--- config.mk ---
export PLATFORM = sky130hd
export DESIGN_NAME = ws_jitter_agg
export DESIGN_NICKNAME = d
export VERILOG_FILES = /design/src/rtl/ws_log_pkg.sv /design/src/rtl/ws_abs_diff.sv /design/src/rtl/ws_jitter_agg.sv
export SDC_FILE = /design/constraint.sdc
export NUM_CORES = 1
export LEC_CHECK = 0
export CORE_MARGIN = 4
export CORE_UTILIZATION = 25
export CTS_BUF_LIST = sky130_fd_sc_hd__clkbuf_8
export CTS_CLUSTER_DIAMETER = 30
export DETAILED_ROUTE_END_ITERATION = 10
export PLACE_DENSITY = 0.45
export REMOVE_ABC_BUFFERS = 1
export SLEW_MARGIN = 15
export SYNTH_ARGS = -nofsm -noshare
export SYNTH_HDL_FRONTEND = slang
export SYNTH_SLANG_ARGS = --single-unit
--- constraint.sdc ---
create_clock -name clk -period 14.1 [get_ports clk]
set_input_delay 2.115 -clock clk [delete_from_list [all_inputs] [get_ports clk]]
set_output_delay 2.115 -clock clk [all_outputs]
set_load 0.01 [all_outputs]
--- src/rtl/ws_log_pkg.sv ---
// Shared FSM state encoding and payload byte offsets for the jitter aggregator.
package ws_log_pkg;
  typedef enum logic [1:0] {S_IDLE, S_SCAN, S_DECIDE} state_t;

  localparam int CNT_OFF = 0;
  localparam int JTR_OFF = 4;

  function automatic int drop_off(input int nch);
    return JTR_OFF + 2 * nch;
  endfunction
endpackage

--- src/rtl/ws_abs_diff.sv ---
// Absolute value of the signed modular difference a-b; -2^(NM-1) maps to 2^(NM-1).
module ws_abs_diff #(
  parameter int NM = 16
) (
  input  logic [NM-1:0] a,
  input  logic [NM-1:0] b,
  output logic [NM-1:0] d
);
  logic [NM-1:0] diff;

  assign diff = a - b;
  assign d    = diff[NM-1] ? ('0 - diff) : diff;
endmodule

--- src/rtl/ws_jitter_agg.sv ---
// Per-channel worst-case jitter aggregator; frames every 2^NPR measurements or on limit excess.
// Optional WS_LOG_DROP_CNT_EN adds a saturating 16-bit drop counter to the payload.
module ws_jitter_agg
  import ws_log_pkg::*;
#(
  parameter int NCH  = 4,
  parameter int NM   = 16,
  parameter int NPR  = 7,
  parameter int NL   = 8,
  parameter int P_SZ = 18
) (
  input  logic              clk,
  input  logic              rst,
  input  logic              st_rdy,
  input  logic [31:0]       p_cnt,
  input  logic [NM-1:0]     tr,
  input  logic [NCH*NM-1:0] ts,
  input  logic [NCH-1:0]    ts_vld,
  input  logic [6:0]        addr,
  output logic [7:0]        payload,
  output logic              start,
  input  logic              tx_done,
  output logic              busy,
  output logic [NCH*NM-1:0] jtr
);
  localparam int IW = (NCH > 1) ? $clog2(NCH) : 1;
  localparam logic [NM-1:0] LIMIT = NM'((1 << (NM - NL)) - 1);
  localparam int DROP_OFF = drop_off(NCH);

  state_t              state_q, state_d;
  logic [IW-1:0]       idx_q;
  logic [NM-1:0]       tr_q;
  logic [NCH*NM-1:0]   ts_q;
  logic [NCH-1:0]      vld_q;
  logic [31:0]         pcnt_q;
  logic [NCH*NM-1:0]   cur_max;
  logic                exceed_q;
  logic [31:0]         count_q;
  logic                load, decide;
  logic [NM-1:0]       ts_sel, cm_sel, ad, d;
  logic                trigger, busy_eff;
  logic [15:0]         drop_val;

  always_comb begin
    state_d = state_q;
    load    = 1'b0;
    decide  = 1'b0;
    case (state_q)
      S_IDLE: if (st_rdy) begin
        load    = 1'b1;
        state_d = S_SCAN;
      end
      S_SCAN: if (idx_q == IW'(NCH - 1)) state_d = S_DECIDE;
      S_DECIDE: begin
        decide  = 1'b1;
        state_d = S_IDLE;
      end
      default: state_d = S_IDLE;
    endcase
  end

  always_ff @(posedge clk or negedge rst) begin
    if (!rst) state_q <= S_IDLE;
    else      state_q <= state_d;
  end

  assign ts_sel = ts_q[idx_q*NM +: NM];
  assign cm_sel = cur_max[idx_q*NM +: NM];

  ws_abs_diff #(.NM(NM)) u_diff (.a(ts_sel), .b(tr_q), .d(ad));

  assign d        = vld_q[idx_q] ? ad : '1;
  assign trigger  = exceed_q | (&pcnt_q[NPR-1:0]);
  // A sender completing in the same cycle frees the slot for this frame.
  assign busy_eff = busy & ~tx_done;

  always_ff @(posedge clk or negedge rst) begin
    if (!rst) begin
      idx_q    <= '0;
      tr_q     <= '0;
      ts_q     <= '0;
      vld_q    <= '0;
      pcnt_q   <= '0;
      cur_max  <= '0;
      exceed_q <= 1'b0;
      count_q  <= '0;
      jtr      <= '0;
      start    <= 1'b0;
      busy     <= 1'b0;
    end else begin
      start <= 1'b0;
      if (tx_done) busy <= 1'b0;
      if (load) begin
        tr_q   <= tr;
        ts_q   <= ts;
        vld_q  <= ts_vld;
        pcnt_q <= p_cnt;
        idx_q  <= '0;
      end
      if (state_q == S_SCAN) begin
        idx_q <= idx_q + IW'(1);
        if (d > cm_sel) cur_max[idx_q*NM +: NM] <= d;
        if (d > LIMIT) exceed_q <= 1'b1;
      end
      if (decide) begin
        exceed_q <= 1'b0;
        if (trigger && !busy_eff) begin
          jtr     <= cur_max;
          count_q <= pcnt_q;
          cur_max <= '0;
          start   <= 1'b1;
          busy    <= 1'b1;
        end
      end
    end
  end

`ifdef WS_LOG_DROP_CNT_EN
  logic        st_drop, dec_drop;
  logic [1:0]  drop_inc;
  logic [16:0] drop_sum;
  logic [15:0] drop_cnt;

  assign st_drop  = st_rdy && (state_q != S_IDLE);
  assign dec_drop = decide && trigger && busy_eff;
  assign drop_inc = {1'b0, st_drop} + {1'b0, dec_drop};
  assign drop_sum = {1'b0, drop_cnt} + {15'b0, drop_inc};

  always_ff @(posedge clk or negedge rst) begin
    if (!rst) drop_cnt <= '0;
    else      drop_cnt <= drop_sum[16] ? 16'hFFFF : drop_sum[15:0];
  end
  assign drop_val = drop_cnt;
`else
  assign drop_val = '0;
`endif

  always_comb begin
    int a;
    logic [15:0] jv;
    a       = int'(addr);
    jv      = '0;
    payload = '0;
    if (a < P_SZ) begin
      for (int b = 0; b < 4; b++)
        if (a == CNT_OFF + b) payload = count_q[8*b +: 8];
      for (int i = 0; i < NCH; i++) begin
        jv = 16'(jtr[i*NM +: NM]);
        if (a == JTR_OFF + 2*i)     payload = jv[7:0];
        if (a == JTR_OFF + 2*i + 1) payload = jv[15:8];
      end
      if (a == DROP_OFF)     payload = drop_val[7:0];
      if (a == DROP_OFF + 1) payload = drop_val[15:8];
    end
  end
endmodule

==> flow_summary.json <==
{
  "path_clk_slew_ps": 50,
  "synth-main-ff-cell": "dfrtp_1",
  "worst_pin_slew_ps": 1130,
  "drc": 0,
  "synth_top_family_by_area": "simple AND/OR/NAND/NOR gates",
  "grt-ovfl-total": 0,
  "dieArea_um2": 61500,
  "start_util_pct": 25.4,
  "fin_cells": 2455,
  "post_cts_resized": 0,
  "critical_path_peak_fanout": 26,
  "utilization_pct": 33.4,
  "wirelength_mm": 47.1,
  "max-cap-violations": 0,
  "synth-compound-area-share_pct": 9.93,
  "fin_skew_ps": 37.1,
  "clk_latency_ps": 640,
  "cts.sinks": 283,
  "final_max_slew_viol_count": 0,
  "vdd_drop_max_mv": 0.210,
  "arrival_ps": 8790,
  "r2r_cells": 27,
  "rsz0062_at_grt": "no",
  "fin_crit_ps": 8260,
  "post_cts_buffers": 0,
  "nNetsFinal": 1808,
  "hp-class": "register to register",
  "critPathCaptureType": "register",
  "drtIter0Drc": 731,
  "antenna_found_initial": 1,
  "num_vias": 11628,
  "place.gp.congestion": 0.826,
  "ant_nets": 0,
  "worstPathRequired_ps": 14630,
  "post_drt_wl_per_cell_um": 19.2,
  "cts_tree": "done",
  "grt_pass1_vias": 12230,
  "period_share_pct": 58.6,
  "p_leak_nw": 8.36,
  "io-pin-count": 201,
  "reg2reg_slack_ps": 5840,
  "fin_setup_tns_ps": 0,
  "h-tree-depth": 3,
  "yosysWarnings": 0,
  "grt_pass1_wl_mm": 72.6,
  "hold_buffers": 0,
  "hold_path_depth": 2,
  "chipWidth_um": 248,
  "avgSynthCellArea_um2": 10.1,
  "grt_max_degree": 105,
  "coreArea_um2": 56700,
  "netlist.area_leader.share_pct": 49.1,
  "grtUsageTotal_pct": 15.2,
  "rows": 87,
  "clockBufferDepth": 3,
  "cts_buffers": 77,
  "ys_types": 66,
  "synth_seq_cells": 283,
  "dr.pass1.iters": 5,
  "p_per_area_nw_per_um2": 314,
  "muxShareOfSynthArea_pct": 16.2,
  "synth-simple-area-share_pct": 16.3,
  "root_buffer": "clkbuf_8",
  "synthAdderAreaFrac_pct": 3.70,
  "syn_inst": 1430,
  "synth_common_cells": "nand2_1 (360), dfrtp_1 (283), mux2_2 (122)",
  "yosysSeqAreaShare_pct": 49.1,
  "hpwl_mm": 33.1,
  "io_buffers": 200,
  "synth_xor_area_share_pct": 1.15,
  "synth.area.top_cells": "dfrtp_1 (49%), mux2_2 (9.5%), nand2_1 (9.4%)",
  "via_per_inst": 4.74,
  "layout-drive-gt1-share_pct": 18.8,
  "die_h_um": 248,
  "async_flop_share_pct": 100,
  "outcome": "finished, final reports clean",
  "cp-start-kind": "register",
  "synth_edf_count": 0,
  "setup_viol_count_final": 0,
  "syn_to_final_growth_pct": 31.3,
  "yosysMostFrequentCell": "nand2_1",
  "synth_largest_area_cell": "dfrtp_1",
  "dpl.cell_count": 2315,
  "max_slew_margin_pct": 24.9,
  "fmax_mhz": 121,
  "crit_type": "register to register",
  "hold_viol_final": 0,
  "synthesis.area_um2": 14400
}
## layout by cell type (no fill, tap or decap), types with 5 or more instances in the layout
master,n
nand2_1,359
mux2i_1,19
nand3_1,47
nor3_1,20
nand4_1,15
o41ai_2,5
dfrtp_1,281
o21ai_0,36
xnor2_1,10
mux4_2,34
nor2b_1,6
a21oi_1,92
a31oi_1,5
clkinv_2,19
buf_4,12
bufinv_16,9
a21o_1,10
and2_1,7
xor2_1,9
nor2_1,63
clkdlybuf4s50_1,199
clkinvlp_4,6
and3_1,7
o21a_1,6
o22ai_1,5
or3_1,6
inv_1,61
mux2_2,122
a22oi_1,22
ha_1,41
clkbuf_8,90
## path summary, 6_finish.rpt
check,startpoint,to
worst min register to register,pcnt_q[11],count_q[11]
worst min-delay path,pcnt_q[11],count_q[11]
worst max-delay path,idx_q[0],cur_max[63]
worst max register to register,idx_q[0],cur_max[63]
min in group asynchronous,rst,pcnt_q[24]
max in group asynchronous,rst,ts_q[15]
## critical path, cell delays in order (launching register included)
cell and delay [ps]:
dfrtp_2 810, buf_4 460, mux4_2 600, inv_1 100
ha_1 160, inv_1 50, fa_1 390, a211o_1 320
and4_1 200, nor3_1 470, o2111ai_1 310, or2_2 370
o41ai_2 250, xnor2_1 200, and2_4 240, inv_1 50
ha_1 290, nand4_1 150, nor2_1 180, a221oi_1 120
o211ai_1 110, o311a_1 180, o31a_1 530, nand2_1 690
nor4_2 340, buf_4 300, a22oi_1 110, nor2_1 130
## stage by stage
stage / cell area [um2] / hold slack (ps) / total power [mW] / setup WS, ps
after global routing: 18900 / 486 / 6.44 / 5190
after global placement: 17200 / 449 / 4.73 / 6150
final: 18900 / 462 / 5.94 / 5840
after CTS: 18900 / 468 / 6.02 / 5860
after detailed placement: 17200 / 458 / 4.78 / 5920
after floorplan: 14100 / 433 / 3.68 / 6160
## metal layers
layer / vias to the layer above / global-route usage [%] / part of all wire, %
li1: 5436 / - / -
met1: 5716 / 19.7 / 43
met2: 388 / 24.7 / 47
met3: 88 / 4.20 / 6.9
met4: 0 / 4.96 / 2.8
met5: - / 0 / 0
## state kept, by name (all words and copies together) (netlist names)
register and cells:
tr_q 16, idx_q 2, jtr 64, exceed_q 1
pcnt_q 32, busy 1, cur_max 64, vld_q 4
start 1, count_q 32, state_q 2, ts_q 64
## where the power goes
part | switching, mW | internal [mW]
sequential | 0.286 | 1.17
clock | 0.440 | 0.751
combinational | 1.95 | 1.34
total | 2.68 | 3.26
## cells by family after synthesis
family,after synthesis
buffers and inverters,137
multiplexers,175
XOR/XNOR,19
AND/OR/NAND/NOR,554
AO/OA/AOI/OAI,220
flip-flops,283
adder cells (fa/ha/maj),42
## final cells by class
class | instances | area [um2]
tap | 756 | 946
fill | 5794 | 37800
clock buffer | 90 | 1240
antenna | 1 | 2.50
inverter | 54 | 205
clock inverter | 48 | 488
sequential | 283 | 7080
timing repair buffer | 213 | 2120
multi-input combinational | 1010 | 6840
No activity file was read; power rests on OpenSTA's default activity.
